## src/rtl/fifo_win_pkg.sv

```systemverilog
// Shared defaults and helpers for the sliding-window FIFO.
// win_pop gives entries popped per read, lane_idx the wrapped lane address.
package fifo_win_pkg;

  localparam int NUM_RDATA_DEF     = 3;
  localparam int STRIDE_DEF        = 1;
  localparam int DAT_WIDTH_DEF     = 8;
  localparam int FF_DEPTH_DEF      = 8;
  localparam int FF_ADDR_WIDTH_DEF = 3;

  function automatic int win_pop(
    input int count,
    input int stride
  );
    return (count < stride) ? count : stride;
  endfunction

  function automatic int lane_idx(
    input int ptr,
    input int lane,
    input int depth
  );
    return (ptr + lane) % depth;
  endfunction

endpackage

```

## src/rtl/fifo_win_lane_mux.sv

```systemverilog
// One window lane: picks mem[(rd_ptr+LANE) mod depth], zero when beyond count.
// Ports: mem_i storage, rd_ptr_i read pointer, count_i occupancy, lane_o data.
import fifo_win_pkg::*;

module fifo_win_lane_mux #(
  parameter int DAT_WIDTH     = DAT_WIDTH_DEF,
  parameter int FF_DEPTH      = FF_DEPTH_DEF,
  parameter int FF_ADDR_WIDTH = FF_ADDR_WIDTH_DEF,
  parameter int LANE          = 0
) (
  input  logic [FF_DEPTH-1:0][DAT_WIDTH-1:0] mem_i,
  input  logic [FF_ADDR_WIDTH-1:0]           rd_ptr_i,
  input  logic [FF_ADDR_WIDTH:0]             count_i,
  output logic [DAT_WIDTH-1:0]               lane_o
);

  logic [FF_ADDR_WIDTH-1:0] addr;

  always_comb begin
    addr = FF_ADDR_WIDTH'(
      lane_idx(int'(rd_ptr_i), LANE, FF_DEPTH));
    lane_o = '0;
    if (int'(count_i) > LANE) begin
      lane_o = mem_i[addr];
    end
  end

endmodule

```

## src/rtl/fifo_win_rd.sv

```systemverilog
// Sliding-window FIFO: each read returns NUM_RDATA entries, pops STRIDE.
// Ports: clk, rst (async low), wr_req/wr_data, rd_req/flush, rd_data/
// rd_data_val, rd_ready, data_counter, full, empty.
// Optional FIFO_WIN_RD_ERR_FLAG_EN adds sticky ovf_err/udf_err outputs.
import fifo_win_pkg::*;

module fifo_win_rd #(
  parameter int NUM_RDATA     = NUM_RDATA_DEF,
  parameter int STRIDE        = STRIDE_DEF,
  parameter int DAT_WIDTH     = DAT_WIDTH_DEF,
  parameter int FF_DEPTH      = FF_DEPTH_DEF,
  parameter int FF_ADDR_WIDTH = FF_ADDR_WIDTH_DEF
) (
  input  logic                           clk,
  input  logic                           rst,
  input  logic                           wr_req,
  input  logic [DAT_WIDTH-1:0]           wr_data,
  input  logic                           rd_req,
  input  logic                           flush,
  output logic [DAT_WIDTH*NUM_RDATA-1:0] rd_data,
  output logic                           rd_data_val,
  output logic                           rd_ready,
  output logic [FF_ADDR_WIDTH:0]         data_counter,
  output logic                           full,
`ifdef FIFO_WIN_RD_ERR_FLAG_EN
  output logic                           ovf_err,
  output logic                           udf_err,
`endif
  output logic                           empty
);

  localparam int CW = FF_ADDR_WIDTH + 1;
  localparam int AW = FF_ADDR_WIDTH;
  localparam int WW = DAT_WIDTH * NUM_RDATA;
  localparam logic [CW-1:0] K_C = CW'(NUM_RDATA);
  localparam logic [CW-1:0] D_C = CW'(FF_DEPTH);

  logic [FF_DEPTH-1:0][DAT_WIDTH-1:0] mem_q;

  logic [AW-1:0] wr_ptr_q, wr_ptr_d;
  logic [AW-1:0] rd_ptr_q, rd_ptr_d;
  logic [CW-1:0] count_q, count_d;
  logic [WW-1:0] rd_data_q, rd_data_d;
  logic          rd_val_q, rd_val_d;

  logic          full_c;
  logic          wr_enb;
  logic          rd_enb;
  logic [CW-1:0] pop;
  logic [WW-1:0] win;

  for (genvar i = 0; i < NUM_RDATA; i++) begin : g_lane
    fifo_win_lane_mux #(
      .DAT_WIDTH    (DAT_WIDTH),
      .FF_DEPTH     (FF_DEPTH),
      .FF_ADDR_WIDTH(FF_ADDR_WIDTH),
      .LANE         (i)
    ) u_lane (
      .mem_i   (mem_q),
      .rd_ptr_i(rd_ptr_q),
      .count_i (count_q),
      .lane_o  (win[i*DAT_WIDTH +: DAT_WIDTH])
    );
  end

  always_comb begin
    full_c = (count_q == D_C);
    wr_enb = wr_req & ~full_c;
    // flush widens acceptance to any non-empty partial window
    rd_enb = rd_req &
             ((count_q >= K_C) | (flush & (count_q != '0)));
    pop = '0;
    if (rd_enb) begin
      pop = CW'(win_pop(int'(count_q), STRIDE));
    end
    wr_ptr_d  = wr_ptr_q + AW'(wr_enb);
    // pop may equal FF_DEPTH; truncation keeps it modulo depth
    rd_ptr_d  = rd_ptr_q + pop[AW-1:0];
    count_d   = count_q + CW'(wr_enb) - pop;
    rd_data_d = rd_enb ? win : '0;
    rd_val_d  = rd_enb;
  end

  always_ff @(posedge clk or negedge rst) begin
    if (!rst) begin
      wr_ptr_q  <= '0;
      rd_ptr_q  <= '0;
      count_q   <= '0;
      rd_data_q <= '0;
      rd_val_q  <= 1'b0;
    end else begin
      wr_ptr_q  <= wr_ptr_d;
      rd_ptr_q  <= rd_ptr_d;
      count_q   <= count_d;
      rd_data_q <= rd_data_d;
      rd_val_q  <= rd_val_d;
    end
  end

  always_ff @(posedge clk) begin
    if (wr_enb) begin
      mem_q[wr_ptr_q] <= wr_data;
    end
  end

`ifdef FIFO_WIN_RD_ERR_FLAG_EN
  logic ovf_q, ovf_d;
  logic udf_q, udf_d;

  always_comb begin
    ovf_d = ovf_q | (wr_req & full_c);
    udf_d = udf_q | (rd_req & ~rd_enb);
  end

  always_ff @(posedge clk or negedge rst) begin
    if (!rst) begin
      ovf_q <= 1'b0;
      udf_q <= 1'b0;
    end else begin
      ovf_q <= ovf_d;
      udf_q <= udf_d;
    end
  end

  assign ovf_err = ovf_q;
  assign udf_err = udf_q;
`endif

  assign rd_data      = rd_data_q;
  assign rd_data_val  = rd_val_q;
  assign data_counter = count_q;
  assign full         = full_c;
  assign empty        = (count_q == '0);
  assign rd_ready     = (count_q >= K_C);

endmodule

```

## config.mk

```make
export PLATFORM = sky130hd
export DESIGN_NAME = fifo_win_rd
export DESIGN_NICKNAME = d
export VERILOG_FILES = /design/src/rtl/fifo_win_pkg.sv /design/src/rtl/fifo_win_lane_mux.sv /design/src/rtl/fifo_win_rd.sv
export SDC_FILE = /design/constraint.sdc
export NUM_CORES = 1
export LEC_CHECK = 0
export CAP_MARGIN = 5
export CORE_UTILIZATION = 55
export CTS_CLUSTER_DIAMETER = 80
export DETAILED_ROUTE_END_ITERATION = 8
export HOLD_SLACK_MARGIN = 0.15
export PLACE_DENSITY_LB_ADDON = 0.2
export SLEW_MARGIN = 20
export SYNTH_ARGS = -nofsm -noshare
export SYNTH_HDL_FRONTEND = slang
export SYNTH_SLANG_ARGS = --single-unit
export TNS_END_PERCENT = 5
```

## constraint.sdc

```tcl
create_clock -name clk -period 5.54 [get_ports clk]
set_clock_uncertainty 0.05 [all_clocks]
set_input_delay 1.108 -clock clk [delete_from_list [all_inputs] [get_ports clk]]
set_output_delay 1.108 -clock clk [all_outputs]
set_load 0.01 [all_outputs]
```

==> metrics.md <==
| Metric | Value |
|---|---|
| Gr ovfl total | 0 |
| Worst setup path start | wr_req |
| CTS buffer count | 9 |
| Router iterations before antenna repair | 5 |
| Hold worst-path end | wr_ptr_q[0] |
| Crit path kind | input pin to flop |
| CP max-delay cell | nor3_1 |
| # H-tree levels | 3 |
| Clk root buf | clkbuf_8 |
| Hold Crit Class | flop to flop |
| Final worst slack | 2460 ps |
| Reg2reg path depth | 4 |
| Status | finished, final reports clean |
| Dpl hpwl | 6555 um |
| Syn-to-layout area delta | 15.34% |
| Syn Nets | 365 |
| Seq cells post-synth | 99 |
| DR DRC count | 0 |
| Wl on met1 | 4452 um |
| Crit path arrival time | 3000 ps |
| Cell taking the most area after synthesis | edfxtp_1 |
| CP peak stage delay | 880 ps |
| Post-route ant nets | 0 |
| Die width | 93.29 um |
| Core Rows | 32 |
| Leakage Power | 1.948 nW |
| Vias in the first global route | 2955 |
| Post-synth EDFFs | 64 |
| Ranking of synthesized cells by area | edfxtp_1, dfrtp_1, mux2_2 |
| Starting Density | 58.11% |
| Die height | 93.29 um |
| Synth Area per Inst | 13.52 sq um |
| Met2 WL | 4821 um |
| WP data required | 5460 ps |
| Drt via density | 6.229 |
| Place WS | 2066 ps |
| Initial antenna violation count | 0 |
| Port-buffer cells | 44 |
| Worst slew pin tran | 1138 ps |
| Area of the multi-input gates | 1645 sq um |
| Setup Fix Bufs, Post-CTS | 0 |
| CP endpoint kind | flop |
| N_diodes | 0 |
| CP max FO | 8 |
| Most common flop cell mapped by yosys | edfxtp_1 |
| Cells after Synth | 339 |
| Fin nets | 403 |
| Final Setup Violations | 0 |
| Synth top area share | 41.93% |
| Post-detailed-route wirelength per cell | 21.23 um |
| Sequential standard cell area | 2798 sq um |
| Area of the core | 7888 sq um |
| Mapped cell area | 4583 sq um |
| Flop-to-flop setup slack | 2960 ps |
| CTS-repair resized insts | 0 |
| Critical hold path startpoint | wr_ptr_q[0] |
| Reg2reg end | mem_q[8] |
| Clk buf depth | 2 |
| CP Launch Type | input pin |
| Met3 wire len | 748 um |
| GRT Total Usage | 25.20% |
| Clk_lat worst skew | 360 ps |
| VDD IR max | 0.0002295 V |
| RSZ-0062 raised after global routing | no |
| Fraction of registers with async set/reset | 35.35% |
| Final Wtd Congestion | 0.8140 |
| Final period util | 55.60% |
| Fill count | 589 |
| Setup TNS Final | 0 ps |
| Worst r2r src | data_counter[1] |
| Top routing layer in use | met4 |
| Yosys warns | 0 |
| Max_slew headroom | 23.77% |
| First-pass GRT wire length | 15580 um |
| CTS Hold Bufs | 0 |
| Min cycle time layout | 3080 ps |
| Synth unique cells | 32 |
| Final wirelength | 10280 um |
| Fin. max-slew vios | 0 |
| Final hold violation count | 0 |
| Boundary pin count | 45 |
| Post-synthesis sequential area ratio | 61.04% |
| Dpl cells | 468 |
| Finished Layout Cells | 484 |
| Max cap viols | 0 |
| Crit path cell chain | clkdlybuf4s50_1 > a21boi_1 > nand2_1 > nor3_1 |
| Worst-path clk slew | 90 ps |
| TritonCTS clock tree | built |
| Fmax | 0.3247 GHz |
| First DRT Iteration DRCs | 208 |
| Share of cells above drive strength 1 | 18.06% |
| Hold path depth | 1 |
| Largest net degree at the start of global routing | 45 |
| Power Dens Cells | 591.3 nW/um^2 |
| Clock Sinks | 99 |
| Vias | 3015 |
| Total die area | 8702 sq um |
==> report_power, final <==
| part | total, mW | leakage [nW] | switching (mW) | internal [mW] |
|---|---|---|---|---|
| Clock | 0.499 | 0.103 | 0.244 | 0.255 |
| Combinational | 1.55 | 0.825 | 0.844 | 0.703 |
| Sequential | 1.08 | 1.02 | 0.101 | 0.977 |
| Total | 3.13 | 1.95 | 1.19 | 1.94 |
==> registers in the layout, indices dropped and copies added (netlist names) <==
register / flops
mem_q: 64
rd_data: 24
data_counter: 4
rd_ptr_q: 3
wr_ptr_q: 3
rd_data_val: 1
==> cell usage after synthesis (9+ instances only) <==
cell / count
inv_1: 11
nand2_1: 10
ha_1: 11
dfrtp_1: 35
nor2_1: 16
nand3_1: 9
buf_2: 11
mux2_2: 48
o22ai_1: 40
nor3_1: 18
edfxtp_1: 64
o211ai_1: 9
==> how the worst max path moves through the flow <==
stage | end | slack [ps] | cells after the start
floorplan | data_counter[2] | 2880 | 9
global placement | mem_q[0] | 2140 | 4
detailed placement | mem_q[2] | 2070 | 4
CTS | mem_q[3] | 2410 | 4
global route | mem_q[11] | 2360 | 4
finish | mem_q[8] | 2460 | 4
==> critical path, delay by kind of cell <==
family / cells / cell delay (ps)
AOI/OAI and AO/OA: 1 / 370
buffers and inverters: 1 / 460
and+or+nand+nor: 2 / 1060
==> placed cells by master (no fill, tap or decap), drive strengths merged, types with 4 or more instances in the layout <==
master          n
buf             4
clkbuf         10
clkdlybuf4s50  43
dfrtp          35
edfxtp         64
ha             11
inv            12
mux2           56
mux2i           8
nand2          10
nand2b          7
nand3           9
nor2           16
nor3           18
o211ai          9
o22ai          40
==> per-layer routing <==
layer	vias to the layer above	track usage [%]
li1	1348	-
met1	1497	33.98
met2	146	39.40
met3	24	5.366
met4	0	11.41
met5	-	0
==> per-stage QoR <==
stage	util [%]	hold slack (ps)	power (mW)	cell area, sq um
floorplan	-	441.8	2.160	4583
global placement	64.21	467.8	2.567	5065
detailed placement	64.21	478.9	2.615	5065
CTS	66.96	513.3	3.114	5281
global route	67.02	533.2	3.289	5286
finish	67.02	506.5	3.126	5286
==> cell type report <==
class,instances,area share [%]
well taps,102,2.414
flip-flops and latches,99,52.92
multi-input cells,209,31.12
repair buffers,47,8.663
clock inverters,6,1.680
clock buffers,10,2.414
inverters,11,0.7811
==> cells by family (layout without fill, tap and decap cells) <==
group           count (synthesis)  in the layout  synth area share (%)
flops                          99             99                 61.04
simple gates                   68             68                 7.153
mux                            64             64                 15.51
compound gates                 57             57                 8.026
buf+inv                        31             74                 3.167
fa+ha+maj                      13             13                 3.877
xor+xnor                        6              6                 1.147
other cells                     1              1               0.08182
Note: power is estimated with default switching activity, not from simulation.
